**src/rtl/pll_reset_sequencer_if.sv**
```systemverilog
// Handshake bundle between the PLL reset sequencer and the SB_PLL40_CORE clock wrapper.
// The sequencer takes the slave view; the wrapper (or a bench) takes the master view.
interface pll_reset_sequencer_if #(
  parameter int RETRY_W = 2
);
  logic               PLL_LOCK;
  logic               RESTART;
  logic               PLL_RESETB;
  logic               PLL_BYPASS;
  logic               SYS_RESETN;
  logic               CLK_READY;
  logic               FAULT;
  logic               LOCK_LOST;
  logic [RETRY_W-1:0] RETRY_COUNT;

  modport slave (
    input  PLL_LOCK, RESTART,
    output PLL_RESETB, PLL_BYPASS, SYS_RESETN, CLK_READY, FAULT, LOCK_LOST, RETRY_COUNT
  );

  modport master (
    output PLL_LOCK, RESTART,
    input  PLL_RESETB, PLL_BYPASS, SYS_RESETN, CLK_READY, FAULT, LOCK_LOST, RETRY_COUNT
  );
endinterface

```
**src/rtl/pll_reset_sequencer.sv**
```systemverilog
// Power-up / recovery sequencer for the iCE40 PLL: holds the PLL in reset, qualifies LOCK,
// releases the core reset, retries on timeout and falls back to bypass after repeated failures.
module pll_reset_sequencer #(
  parameter int RESET_HOLD_CYCLES   = 32,
  parameter int LOCK_TIMEOUT_CYCLES = 21000,
  parameter int LOCK_STABLE_CYCLES  = 256,
  parameter int MAX_RETRIES         = 3,
  parameter int CNT_W               = 16,
  parameter int RETRY_W             = 2
) (
  input  logic                  REFERENCECLK,
  input  logic                  RESET,
  pll_reset_sequencer_if.slave  bus
);

  localparam logic [2:0] ST_HOLD      = 3'd0;
  localparam logic [2:0] ST_WAIT_LOCK = 3'd1;
  localparam logic [2:0] ST_STABLE    = 3'd2;
  localparam logic [2:0] ST_RUN       = 3'd3;
  localparam logic [2:0] ST_FAULT     = 3'd4;

  localparam logic [CNT_W-1:0]   HOLD_LAST    = CNT_W'(RESET_HOLD_CYCLES - 1);
  localparam logic [CNT_W-1:0]   TIMEOUT_LAST = CNT_W'(LOCK_TIMEOUT_CYCLES - 1);
  localparam logic [CNT_W-1:0]   STABLE_LAST  = CNT_W'(LOCK_STABLE_CYCLES - 1);
  localparam logic [RETRY_W-1:0] RETRY_MAX    = RETRY_W'(MAX_RETRIES);

  logic [2:0]         state_reg, state_next;
  logic [CNT_W-1:0]   cnt_reg, cnt_next, cnt_inc;
  logic [RETRY_W-1:0] retry_reg, retry_next;
  logic               lost_reg, lost_next;
  logic               lock_meta_reg, lock_s_reg;
  logic               pll_resetb_reg, pll_bypass_reg, sys_resetn_reg;
  logic               clk_ready_reg, fault_reg;

  // Saturating increment so a long dwell can never wrap back into a match.
  assign cnt_inc = (cnt_reg == '1) ? cnt_reg : cnt_reg + CNT_W'(1);

  always_comb begin
    state_next = state_reg;
    cnt_next   = cnt_reg;
    retry_next = retry_reg;
    lost_next  = lost_reg;
    if (bus.RESTART) begin
      state_next = ST_HOLD;
      cnt_next   = '0;
      retry_next = '0;
      lost_next  = 1'b0;
    end else begin
      case (state_reg)
        ST_HOLD: begin
          if (cnt_reg == HOLD_LAST) begin
            state_next = ST_WAIT_LOCK;
            cnt_next   = '0;
          end else begin
            cnt_next = cnt_inc;
          end
        end
        ST_WAIT_LOCK: begin
          // A lock seen on the timeout cycle still counts as success.
          if (lock_s_reg) begin
            state_next = ST_STABLE;
            cnt_next   = '0;
          end else if (cnt_reg == TIMEOUT_LAST) begin
            cnt_next = '0;
            if (retry_reg < RETRY_MAX) begin
              retry_next = retry_reg + RETRY_W'(1);
              state_next = ST_HOLD;
            end else begin
              state_next = ST_FAULT;
            end
          end else begin
            cnt_next = cnt_inc;
          end
        end
        ST_STABLE: begin
          if (!lock_s_reg) begin
            state_next = ST_WAIT_LOCK;
            cnt_next   = '0;
          end else if (cnt_reg == STABLE_LAST) begin
            state_next = ST_RUN;
            cnt_next   = '0;
          end else begin
            cnt_next = cnt_inc;
          end
        end
        ST_RUN: begin
          cnt_next = '0;
          if (!lock_s_reg) begin
            state_next = ST_HOLD;
            lost_next  = 1'b1;
            retry_next = '0;
          end
        end
        ST_FAULT: begin
          cnt_next = '0;
        end
        default: begin
          state_next = ST_HOLD;
          cnt_next   = '0;
        end
      endcase
    end
  end

  // Outputs are decoded from the next state so they move on the same edge as the state.
  always_ff @(posedge REFERENCECLK or negedge RESET) begin
    if (!RESET) begin
      state_reg      <= ST_HOLD;
      cnt_reg        <= '0;
      retry_reg      <= '0;
      lost_reg       <= 1'b0;
      lock_meta_reg  <= 1'b0;
      lock_s_reg     <= 1'b0;
      pll_resetb_reg <= 1'b0;
      pll_bypass_reg <= 1'b0;
      sys_resetn_reg <= 1'b0;
      clk_ready_reg  <= 1'b0;
      fault_reg      <= 1'b0;
    end else begin
      state_reg      <= state_next;
      cnt_reg        <= cnt_next;
      retry_reg      <= retry_next;
      lost_reg       <= lost_next;
      lock_meta_reg  <= bus.PLL_LOCK;
      lock_s_reg     <= lock_meta_reg;
      pll_resetb_reg <= (state_next != ST_HOLD);
      pll_bypass_reg <= (state_next == ST_FAULT);
      sys_resetn_reg <= (state_next == ST_RUN) || (state_next == ST_FAULT);
      clk_ready_reg  <= (state_next == ST_RUN);
      fault_reg      <= (state_next == ST_FAULT);
    end
  end

  assign bus.PLL_RESETB  = pll_resetb_reg;
  assign bus.PLL_BYPASS  = pll_bypass_reg;
  assign bus.SYS_RESETN  = sys_resetn_reg;
  assign bus.CLK_READY   = clk_ready_reg;
  assign bus.FAULT       = fault_reg;
  assign bus.LOCK_LOST   = lost_reg;
  assign bus.RETRY_COUNT = retry_reg;

endmodule

```
**src/flat_wrapper.sv**
```systemverilog
// flat-port wrapper written by rule: the top's interface ports become plain ports
module pll_reset_sequencer_flat 
#(
  parameter int RESET_HOLD_CYCLES   = 32,
  parameter int LOCK_TIMEOUT_CYCLES = 21000,
  parameter int LOCK_STABLE_CYCLES  = 256,
  parameter int MAX_RETRIES         = 3,
  parameter int CNT_W               = 16,
  parameter int RETRY_W             = 2
)
  (REFERENCECLK, RESET, bus_PLL_LOCK, bus_RESTART, bus_PLL_RESETB, bus_PLL_BYPASS, bus_SYS_RESETN, bus_CLK_READY, bus_FAULT, bus_LOCK_LOST, bus_RETRY_COUNT);
  pll_reset_sequencer_if #(.RETRY_W(RETRY_W)) bus_i ();
  input  logic REFERENCECLK;
  input  logic RESET;
  input wire logic [$bits(bus_i.PLL_LOCK)-1:0] bus_PLL_LOCK;
  input wire logic [$bits(bus_i.RESTART)-1:0] bus_RESTART;
  output wire logic [$bits(bus_i.PLL_RESETB)-1:0] bus_PLL_RESETB;
  output wire logic [$bits(bus_i.PLL_BYPASS)-1:0] bus_PLL_BYPASS;
  output wire logic [$bits(bus_i.SYS_RESETN)-1:0] bus_SYS_RESETN;
  output wire logic [$bits(bus_i.CLK_READY)-1:0] bus_CLK_READY;
  output wire logic [$bits(bus_i.FAULT)-1:0] bus_FAULT;
  output wire logic [$bits(bus_i.LOCK_LOST)-1:0] bus_LOCK_LOST;
  output wire logic [$bits(bus_i.RETRY_COUNT)-1:0] bus_RETRY_COUNT;
  assign bus_i.PLL_LOCK = bus_PLL_LOCK;
  assign bus_i.RESTART = bus_RESTART;
  assign bus_PLL_RESETB = bus_i.PLL_RESETB;
  assign bus_PLL_BYPASS = bus_i.PLL_BYPASS;
  assign bus_SYS_RESETN = bus_i.SYS_RESETN;
  assign bus_CLK_READY = bus_i.CLK_READY;
  assign bus_FAULT = bus_i.FAULT;
  assign bus_LOCK_LOST = bus_i.LOCK_LOST;
  assign bus_RETRY_COUNT = bus_i.RETRY_COUNT;
  pll_reset_sequencer #(.RESET_HOLD_CYCLES(RESET_HOLD_CYCLES), .LOCK_TIMEOUT_CYCLES(LOCK_TIMEOUT_CYCLES), .LOCK_STABLE_CYCLES(LOCK_STABLE_CYCLES), .MAX_RETRIES(MAX_RETRIES), .CNT_W(CNT_W), .RETRY_W(RETRY_W)) u_core (.REFERENCECLK(REFERENCECLK), .RESET(RESET), .bus(bus_i));
endmodule
```
**config.mk**
```make
export PLATFORM = sky130hd
export DESIGN_NAME = pll_reset_sequencer_flat
export DESIGN_NICKNAME = d
export VERILOG_FILES = /design/src/rtl/pll_reset_sequencer_if.sv /design/src/rtl/pll_reset_sequencer.sv /design/src/flat_wrapper.sv
export SDC_FILE = /design/constraint.sdc
export NUM_CORES = 1
export LEC_CHECK = 0
export CORE_MARGIN = 4
export CORE_UTILIZATION = 35
export CTS_BUF_LIST = sky130_fd_sc_hd__clkbuf_4
export CTS_CLUSTER_SIZE = 20
export DETAILED_ROUTE_END_ITERATION = 10
export HOLD_SLACK_MARGIN = 0.05
export PLACE_DENSITY = 0.58
export RECOVER_POWER = 50
export REMOVE_ABC_BUFFERS = 1
export SLEW_MARGIN = 15
export SYNTH_ARGS = -nofsm -noshare
export SYNTH_HDL_FRONTEND = slang
export SYNTH_SLANG_ARGS = --single-unit
export TNS_END_PERCENT = 5
```
**constraint.sdc**
```tcl
create_clock -name REFERENCECLK -period 2.8 [get_ports REFERENCECLK]
set_clock_uncertainty 0.1 [all_clocks]
set_input_delay 0.28 -clock REFERENCECLK [delete_from_list [all_inputs] [get_ports REFERENCECLK]]
set_output_delay 0.28 -clock REFERENCECLK [all_outputs]
set_load 0.01 [all_outputs]
```
==> run summary, run 1 <==
Global route
* 0.1228 — GRT Overall Usage
* 0 — initial antenna violation count
* 0 — final global-route overflow total
* 1125 — vias in the first global route
* 29 — pin count of the biggest net entering global routing
* 5340 um — global-route wire length before repair

Route
* 0 — count of antenna-violating nets left after detailed routing
* 1209 — number of vias in the routed layout
* 0 — number of DRC violations after detailed routing
* 5.521 — Via-to-Cell Ratio
* 4 — number of iterations in the first detailed-routing pass
* 14.05 um — routed wirelength normalized by instance count
* 3076 um — wirelength, routed
* 62 — First DRT Iteration DRCs

Clock tree
* built — TritonCTS clock tree
* 2 — worst-case clock buffer depth
* 0 — setup repair bufs after CTS
* 0.33 ns — worst skew pair latency
* sky130_fd_sc_hd__clkbuf_4 — clock tree root driver cell
* 1 — H-tree lvl count
* 3 — Num CTS Buffers
* 28 — number of clock sinks
* 0.15 ns — clk slew on worst S/H paths
* 0 — number of gates given a new drive strength after cts
* 0 — number of hold-repair buffers added at the cts stage

Critical path
* 16 — highest fanout seen on the critical path
* 2.55 ns — WP data arrival
* flop — endpoint type of the worst setup path
* u_core.cnt_reg[4] — destination of the critical timing path
* flop — Critical Path Start Type
* sky130_fd_sc_hd__a221oi_4 — cell at the slowest stage of the critical path
* reg2reg — start-to-end type of the worst setup path
* u_core.cnt_reg[4] — FF-to-FF End
* 0.36 ns — FF-to-FF setup slack
* 2.91 ns — data required time at the worst endpoint
* u_core.cnt_reg[0] — timing startpoint of the critical path
* u_core.cnt_reg[0] — Worst R2R Start
* 6 — worst r2r path cells
* 0.60 ns — Max stage delay on crit path
* ha_1 > and4_1 > nand4_1 > and2_4 > a221oi_4 > nor3_1 — crit-path cells

Synth
* 162 — cell count after synthesis
* 28 — Seq cells post-synth
* 0 — Yosys Warn Count
* 9.515 um2 — Syn Area/Cell
* 44 — count of unique library cells instantiated by Yosys
* 0.4545 — share of the yosys chip area belonging to registers
* 1541 um2 — Post-Synthesis Cell Area

Status
* max-capacitance violations, max-slew violations — failing checks
* finished, violations left — result of the run

STA
* 2.440 ns — post-route minimum period
* 0.8713 — share of the clock period used by the worst path
* 0 — final setup violation count
* 0 ns — total negative setup slack
* -0.02012 — Relative slew margins
* 0.3602 ns — final worst slack
* no — RSZ-0062 raised after global routing
* 409.9 MHz — highest clock frequency the design can meet
* 29 — final slew viol count
* 0 — final hold violation count
* 1.530 ns — slew at the pin with the worst max-slew slack

Floorplanning
* 4115 um2 — core outline area
* 74.37 um — DIE WIDTH
* 5530 um2 — die area
* 12 — Ports
* 23 — count of standard-cell rows
* 74.37 um — vertical die dimension
* 0.3746 — starting utilization of the core area

Placed design
* 0.3704 ns — minimum setup slack after placement
* 0.8541 — gpl congestion
* 2209 um — post-DP HPWL
* 11 — # port buffers

Cells and area
* 0.09467 — fraction of layout instances using a drive strength above 1
* 16 — flip-flop count of the largest register after layout
* 424 — Fill cells
* 11.44% — P&R area growth vs syn
* 176 — total number of nets in the final design
* 0 — diode insertion count for antenna repair

Pwr
* 427.3 nW/um2 — PD cells
* 0.0007086 uW — leak pwr
* 0.2259 mV — peak supply drop

Min path
* 0 — number of cells on the worst hold path
* reg2reg — Hold Crit Class

Flow run
* 1 — number of maximum-capacitance constraint violations

==> worst max-delay path, delay by kind of cell (launching register included) <==
| kind | cells | cell delay [ns] |
|---|---|---|
| adder cells (fa/ha/maj) | 1 | 0.27 |
| flip-flops | 1 | 0.43 |
| AND/OR/NAND/NOR | 4 | 0.90 |
| AO/OA/AOI/OAI | 1 | 0.60 |
==> final cells by class <==
class	instances	area [um2]	share of cell area
Multi-Input combinational cell	121	769.5	0.4479
Clock inverter	1	30.03	0.01748
Inverter	3	11.26	0.006555
Sequential cell	28	700.7	0.4079
Clock buffer	3	22.52	0.01311
Timing Repair Buffer	13	121.4	0.07065
Tap cell	50	62.56	0.03642
==> routing by layer <==
layer  vias up  wire (um)  GRT usage
li1        600          -          -
met1       576       1520     0.1734
met2        31       1375     0.1912
met3         2        163    0.03243
met4         0         16    0.02372
met5         -          0          0
==> per-stage QoR <==
step | area (um2) | utilization | std cells | total power [uW] | hold WS [ns]
after floorplan | 1481 | - | 152 | 446.9 | -0.1156
after global placement | 1669 | 0.4056 | 215 | 472.9 | 0.2356
after detailed placement | 1669 | 0.4056 | 215 | 474.9 | 0.2373
after CTS | 1722 | 0.4184 | 219 | 748.5 | 0.2033
after global routing | 1718 | 0.4175 | 219 | 765.4 | 0.2885
final | 1718 | 0.4175 | 219 | 734.1 | 0.2743
==> cells in the mapped netlist (all sizes together) <==
| cell | instances | area [um2] |
|---|---|---|
| xor2 | 3 | 26.28 |
| a221oi | 1 | 26.28 |
| nand2 | 17 | 63.81 |
| nand3 | 11 | 55.05 |
| and3 | 3 | 20.02 |
| ha | 2 | 25.02 |
| o21ai | 2 | 10.01 |
| inv | 3 | 11.26 |
| a311oi | 1 | 8.760 |
| nand4 | 5 | 31.28 |
| nor4 | 4 | 31.28 |
| and4b | 2 | 23.77 |
| or4 | 1 | 7.510 |
| mux2i | 3 | 30.03 |
| o2111ai | 1 | 8.760 |
| buf | 5 | 40.04 |
| nand3b | 3 | 22.52 |
| clkbuf | 5 | 20.01 |
| nor4bb | 1 | 10.01 |
| a21oi | 9 | 45.04 |
| nor2b | 2 | 12.51 |
| or3b | 2 | 17.52 |
| a211oi | 1 | 7.510 |
| o211ai | 1 | 7.510 |
| or2 | 4 | 25.03 |
| nor2 | 19 | 71.32 |
| xnor2 | 3 | 26.28 |
| dfrtp | 28 | 700.7 |
| and4 | 3 | 26.28 |
| a41oi | 1 | 8.760 |
| a31oi | 5 | 31.28 |
| nor3 | 6 | 30.03 |
| a2111oi | 1 | 27.53 |
| a211o | 1 | 8.760 |
| and2 | 3 | 23.78 |
==> how the worst min path moves through the flow <==
stage	startpoint	endpoint
CTS	RESET	u_core.bus.LOCK_LOST
detailed placement	u_core.lock_meta_reg	u_core.lock_s_reg
floorplan	RESET	u_core.bus.CLK_READY
finish	u_core.lock_meta_reg	u_core.lock_s_reg
global placement	u_core.lock_meta_reg	u_core.lock_s_reg
global route	u_core.lock_meta_reg	u_core.lock_s_reg
==> layout by cell type (no fill, tap or decap), types with 2 or more instances in the layout <==
cell and count:
sky130_fd_sc_hd__nand3b_1 3, sky130_fd_sc_hd__a21oi_1 9, sky130_fd_sc_hd__nand2_1 17, sky130_fd_sc_hd__a31oi_1 5, sky130_fd_sc_hd__nor4_1 3, sky130_fd_sc_hd__mux2i_1 3
sky130_fd_sc_hd__clkdlybuf4s50_1 9, sky130_fd_sc_hd__or2_2 3, sky130_fd_sc_hd__dlygate4sd3_1 2, sky130_fd_sc_hd__xnor2_1 3, sky130_fd_sc_hd__ha_1 2, sky130_fd_sc_hd__and4_1 3
sky130_fd_sc_hd__nor2_1 19, sky130_fd_sc_hd__nand3_1 11, sky130_fd_sc_hd__dfrtp_1 28, sky130_fd_sc_hd__nand4_1 5, sky130_fd_sc_hd__xor2_1 3, sky130_fd_sc_hd__and3_1 2
sky130_fd_sc_hd__o21ai_0 2, sky130_fd_sc_hd__and2_4 2, sky130_fd_sc_hd__inv_1 3, sky130_fd_sc_hd__nor2b_1 2, sky130_fd_sc_hd__clkbuf_4 3, sky130_fd_sc_hd__nor3_1 6
==> power breakdown <==
| part | total [uW] | internal (uW) | switching [uW] |
|---|---|---|---|
| registers | 422 | 412 | 9.88 |
| logic | 42.8 | 18.3 | 24.5 |
| clock network | 269 | 145 | 124 |
==> logic make-up after synthesis <==
kind of cell | Yosys count | share of synthesized area
buffers and inverters | 13 | 0.04626
XOR/XNOR | 6 | 0.03410
AND/OR/NAND/NOR | 86 | 0.3060
multiplexers | 3 | 0.01948
AO/OA/AOI/OAI | 24 | 0.1234
flip-flops | 28 | 0.4545
adder cells (fa/ha/maj) | 2 | 0.01623
(Power assumes the default switching activity.)
==> inputs of run 2 (changes only) <==
--- a/config.mk
+++ b/config.mk
@@ -8,9 +8,10 @@
 export CORE_MARGIN = 4
 export CORE_UTILIZATION = 35
 export CTS_BUF_LIST = sky130_fd_sc_hd__clkbuf_4
-export CTS_CLUSTER_SIZE = 20
+export CTS_CLUSTER_SIZE = 10
 export DETAILED_ROUTE_END_ITERATION = 10
 export HOLD_SLACK_MARGIN = 0.05
+export MAX_ROUTING_LAYER = met4
 export PLACE_DENSITY = 0.58
 export RECOVER_POWER = 50
 export REMOVE_ABC_BUFFERS = 1
==> run summary, run 2 (synthesis results as in run 1) <==
Cells and area
* 219 — number of standard cells in the layout, taps in and fillers out, unchanged
* 0 — diode insertion count for antenna repair, unchanged
* 28 x sky130_fd_sc_hd__dfrtp_1, 19 x sky130_fd_sc_hd__nor2_1, 17 x sky130_fd_sc_hd__nand2_1 — highest-count cells in the layout ignoring fill and taps
* sky130_fd_sc_hd__dfrtp_1 — most frequent standard cell in the layout excluding fill and tap cells
* 0.09467 — fraction of layout instances using a drive strength above 1, unchanged
* 176 — total number of nets in the final design, unchanged
* 424 — Fill cells, unchanged
* 11.44% — P&R area growth vs syn, unchanged
* 16 — flip-flop count of the largest register after layout, unchanged

Route
* 3078 um — wirelength, routed, about the same
* 5.493 — Via-to-Cell Ratio, -0.50%
* 14.05 um — routed wirelength normalized by instance count, about the same
* 0 — number of DRC violations after detailed routing, unchanged
* 1203 — number of vias in the routed layout, -0.50%
* 0 — count of antenna-violating nets left after detailed routing, unchanged
* 69 — First DRT Iteration DRCs, +11%
* 4 — number of iterations in the first detailed-routing pass, unchanged

Critical path
* reg2reg — start-to-end type of the worst setup path
* flop — Critical Path Start Type
* 0.60 ns — Max stage delay on crit path, about the same
* ha_1 > and4_1 > nand4_1 > and2_4 > a221oi_4 > nor3_1 — crit-path cells
* 2.91 ns — data required time at the worst endpoint, about the same
* u_core.cnt_reg[4] — FF-to-FF End
* sky130_fd_sc_hd__a221oi_4 — cell at the slowest stage of the critical path
* 2.55 ns — WP data arrival, about the same
* 6 — worst r2r path cells, unchanged
* u_core.cnt_reg[0] — Worst R2R Start
* flop — endpoint type of the worst setup path
* 0.36 ns — FF-to-FF setup slack, about the same
* 16 — highest fanout seen on the critical path, unchanged

STA
* -0.01964 — Relative slew margins, +0.0004835
* 29 — final slew viol count, unchanged
* 0.8721 — share of the clock period used by the worst path, about the same
* no — RSZ-0062 raised after global routing
* 0 — final hold violation count, unchanged
* 1.529 ns — slew at the pin with the worst max-slew slack, -0.0007253 ns
* 409.5 MHz — highest clock frequency the design can meet, about the same
* 0 — final setup violation count, unchanged
* 0 ns — total negative setup slack, unchanged
* 2.442 ns — post-route minimum period, +0.002124 ns

Min path
* reg2reg — Hold Crit Class
* 0 — number of cells on the worst hold path, unchanged
* u_core.lock_meta_reg — launch point of the worst hold path
* u_core.lock_s_reg — end of the worst hold path

Pwr
* 0.2262 mV — peak supply drop, +0.12%
* 0.0007086 uW — leak pwr, unchanged
* 427.8 nW/um2 — PD cells, +0.11%

Clock tree
* 28 — number of clock sinks, unchanged
* 0.34 ns — worst skew pair latency, about the same
* 0.15 ns — clk slew on worst S/H paths, about the same
* 0 — number of gates given a new drive strength after cts, unchanged
* 2 — worst-case clock buffer depth, unchanged
* 1 — H-tree lvl count, unchanged
* sky130_fd_sc_hd__clkbuf_4 — clock tree root driver cell
* 3 — Num CTS Buffers, unchanged
* 0 — setup repair bufs after CTS, unchanged
* 0 — number of hold-repair buffers added at the cts stage, unchanged
* built — TritonCTS clock tree

Floorplanning
* 74.37 um — DIE WIDTH, unchanged
* 0.3746 — starting utilization of the core area, unchanged
* 5530 um2 — die area, unchanged
* 12 — Ports, unchanged
* 4115 um2 — core outline area, unchanged
* 23 — count of standard-cell rows, unchanged
* 74.37 um — vertical die dimension, unchanged

Flow run
* 1 — number of maximum-capacitance constraint violations, unchanged

Global route
* 29 — pin count of the biggest net entering global routing, unchanged
* 0 — initial antenna violation count, unchanged
* 0.1266 — GRT Overall Usage, +0.003834
* 5333 um — global-route wire length before repair, -0.13%
* 0 — final global-route overflow total, unchanged
* 1128 — vias in the first global route, +0.27%

Status
* finished, violations left — result of the run
* max-capacitance violations, max-slew violations — failing checks

Placed design
* 215 — placed insts, unchanged
* 2209 um — post-DP HPWL, unchanged
* 0.8677 — gpl congestion, +1.6%
* 11 — # port buffers, unchanged

run 2: cell counts in the layout (fill, tap and decap cells not counted):
Identical to the previous run, type by type.
run 2: where the power goes:
group	internal [uW]	switching [uW]
clock	145	125
sequential	412	9.84
combinational	18.3	24.5
run 2: layout make-up:
| class | instances | area, um2 | share of cell area |
|---|---|---|---|
| multi-input cells | 121 | 769.5 | 0.4479 |
| flip-flops and latches | 28 | 700.7 | 0.4079 |
| clock inverters | 1 | 30.03 | 0.01748 |
| clock buffers | 3 | 22.52 | 0.01311 |
| repair buffers | 13 | 121.4 | 0.07065 |
| inverters | 3 | 11.26 | 0.006555 |
| well taps | 50 | 62.56 | 0.03642 |
run 2: worst max-delay path by stage:
stage,start,endpoint,cells after the start
floorplan,u_core.cnt_reg[0],u_core.cnt_reg[4],6
global placement,u_core.cnt_reg[0],u_core.cnt_reg[6],6
detailed placement,u_core.cnt_reg[0],u_core.cnt_reg[6],6
CTS,u_core.cnt_reg[0],u_core.cnt_reg[0],6
global route,u_core.cnt_reg[0],u_core.cnt_reg[8],6
finish,u_core.cnt_reg[0],u_core.cnt_reg[4],6
run 2: per-stage QoR:
step | total power [uW] | util | setup WS (ns) | area [um2] | hold WS (ns)
CTS | 748.5 | 0.4184 | 0.3662 | 1722 | 0.2033
finish | 734.9 | 0.4175 | 0.3581 | 1718 | 0.2746
global route | 765.4 | 0.4175 | 0.1667 | 1718 | 0.2885
global placement | 472.9 | 0.4056 | 0.4822 | 1669 | 0.2356
floorplan | 446.9 | - | 0.7321 | 1481 | -0.1156
detailed placement | 474.9 | 0.4056 | 0.3704 | 1669 | 0.2373
run 2: per-layer routing:
metal	vias to the layer above	track usage	part of all wire
li1	601	-	-
met1	578	0.1734	0.50
met2	22	0.1912	0.45
met3	2	0.03243	0.043
met4	0	0.02372	0.0058
met5	-	-	0
run 2: worst max-delay path: cells and delay by family, from the launching register on:
family / cells / cell delay (ns)
AO/OA/AOI/OAI: 1 / 0.60
AND/OR/NAND/NOR: 4 / 0.91
flip-flops: 1 / 0.43
adder cells (fa/ha/maj): 1 / 0.27
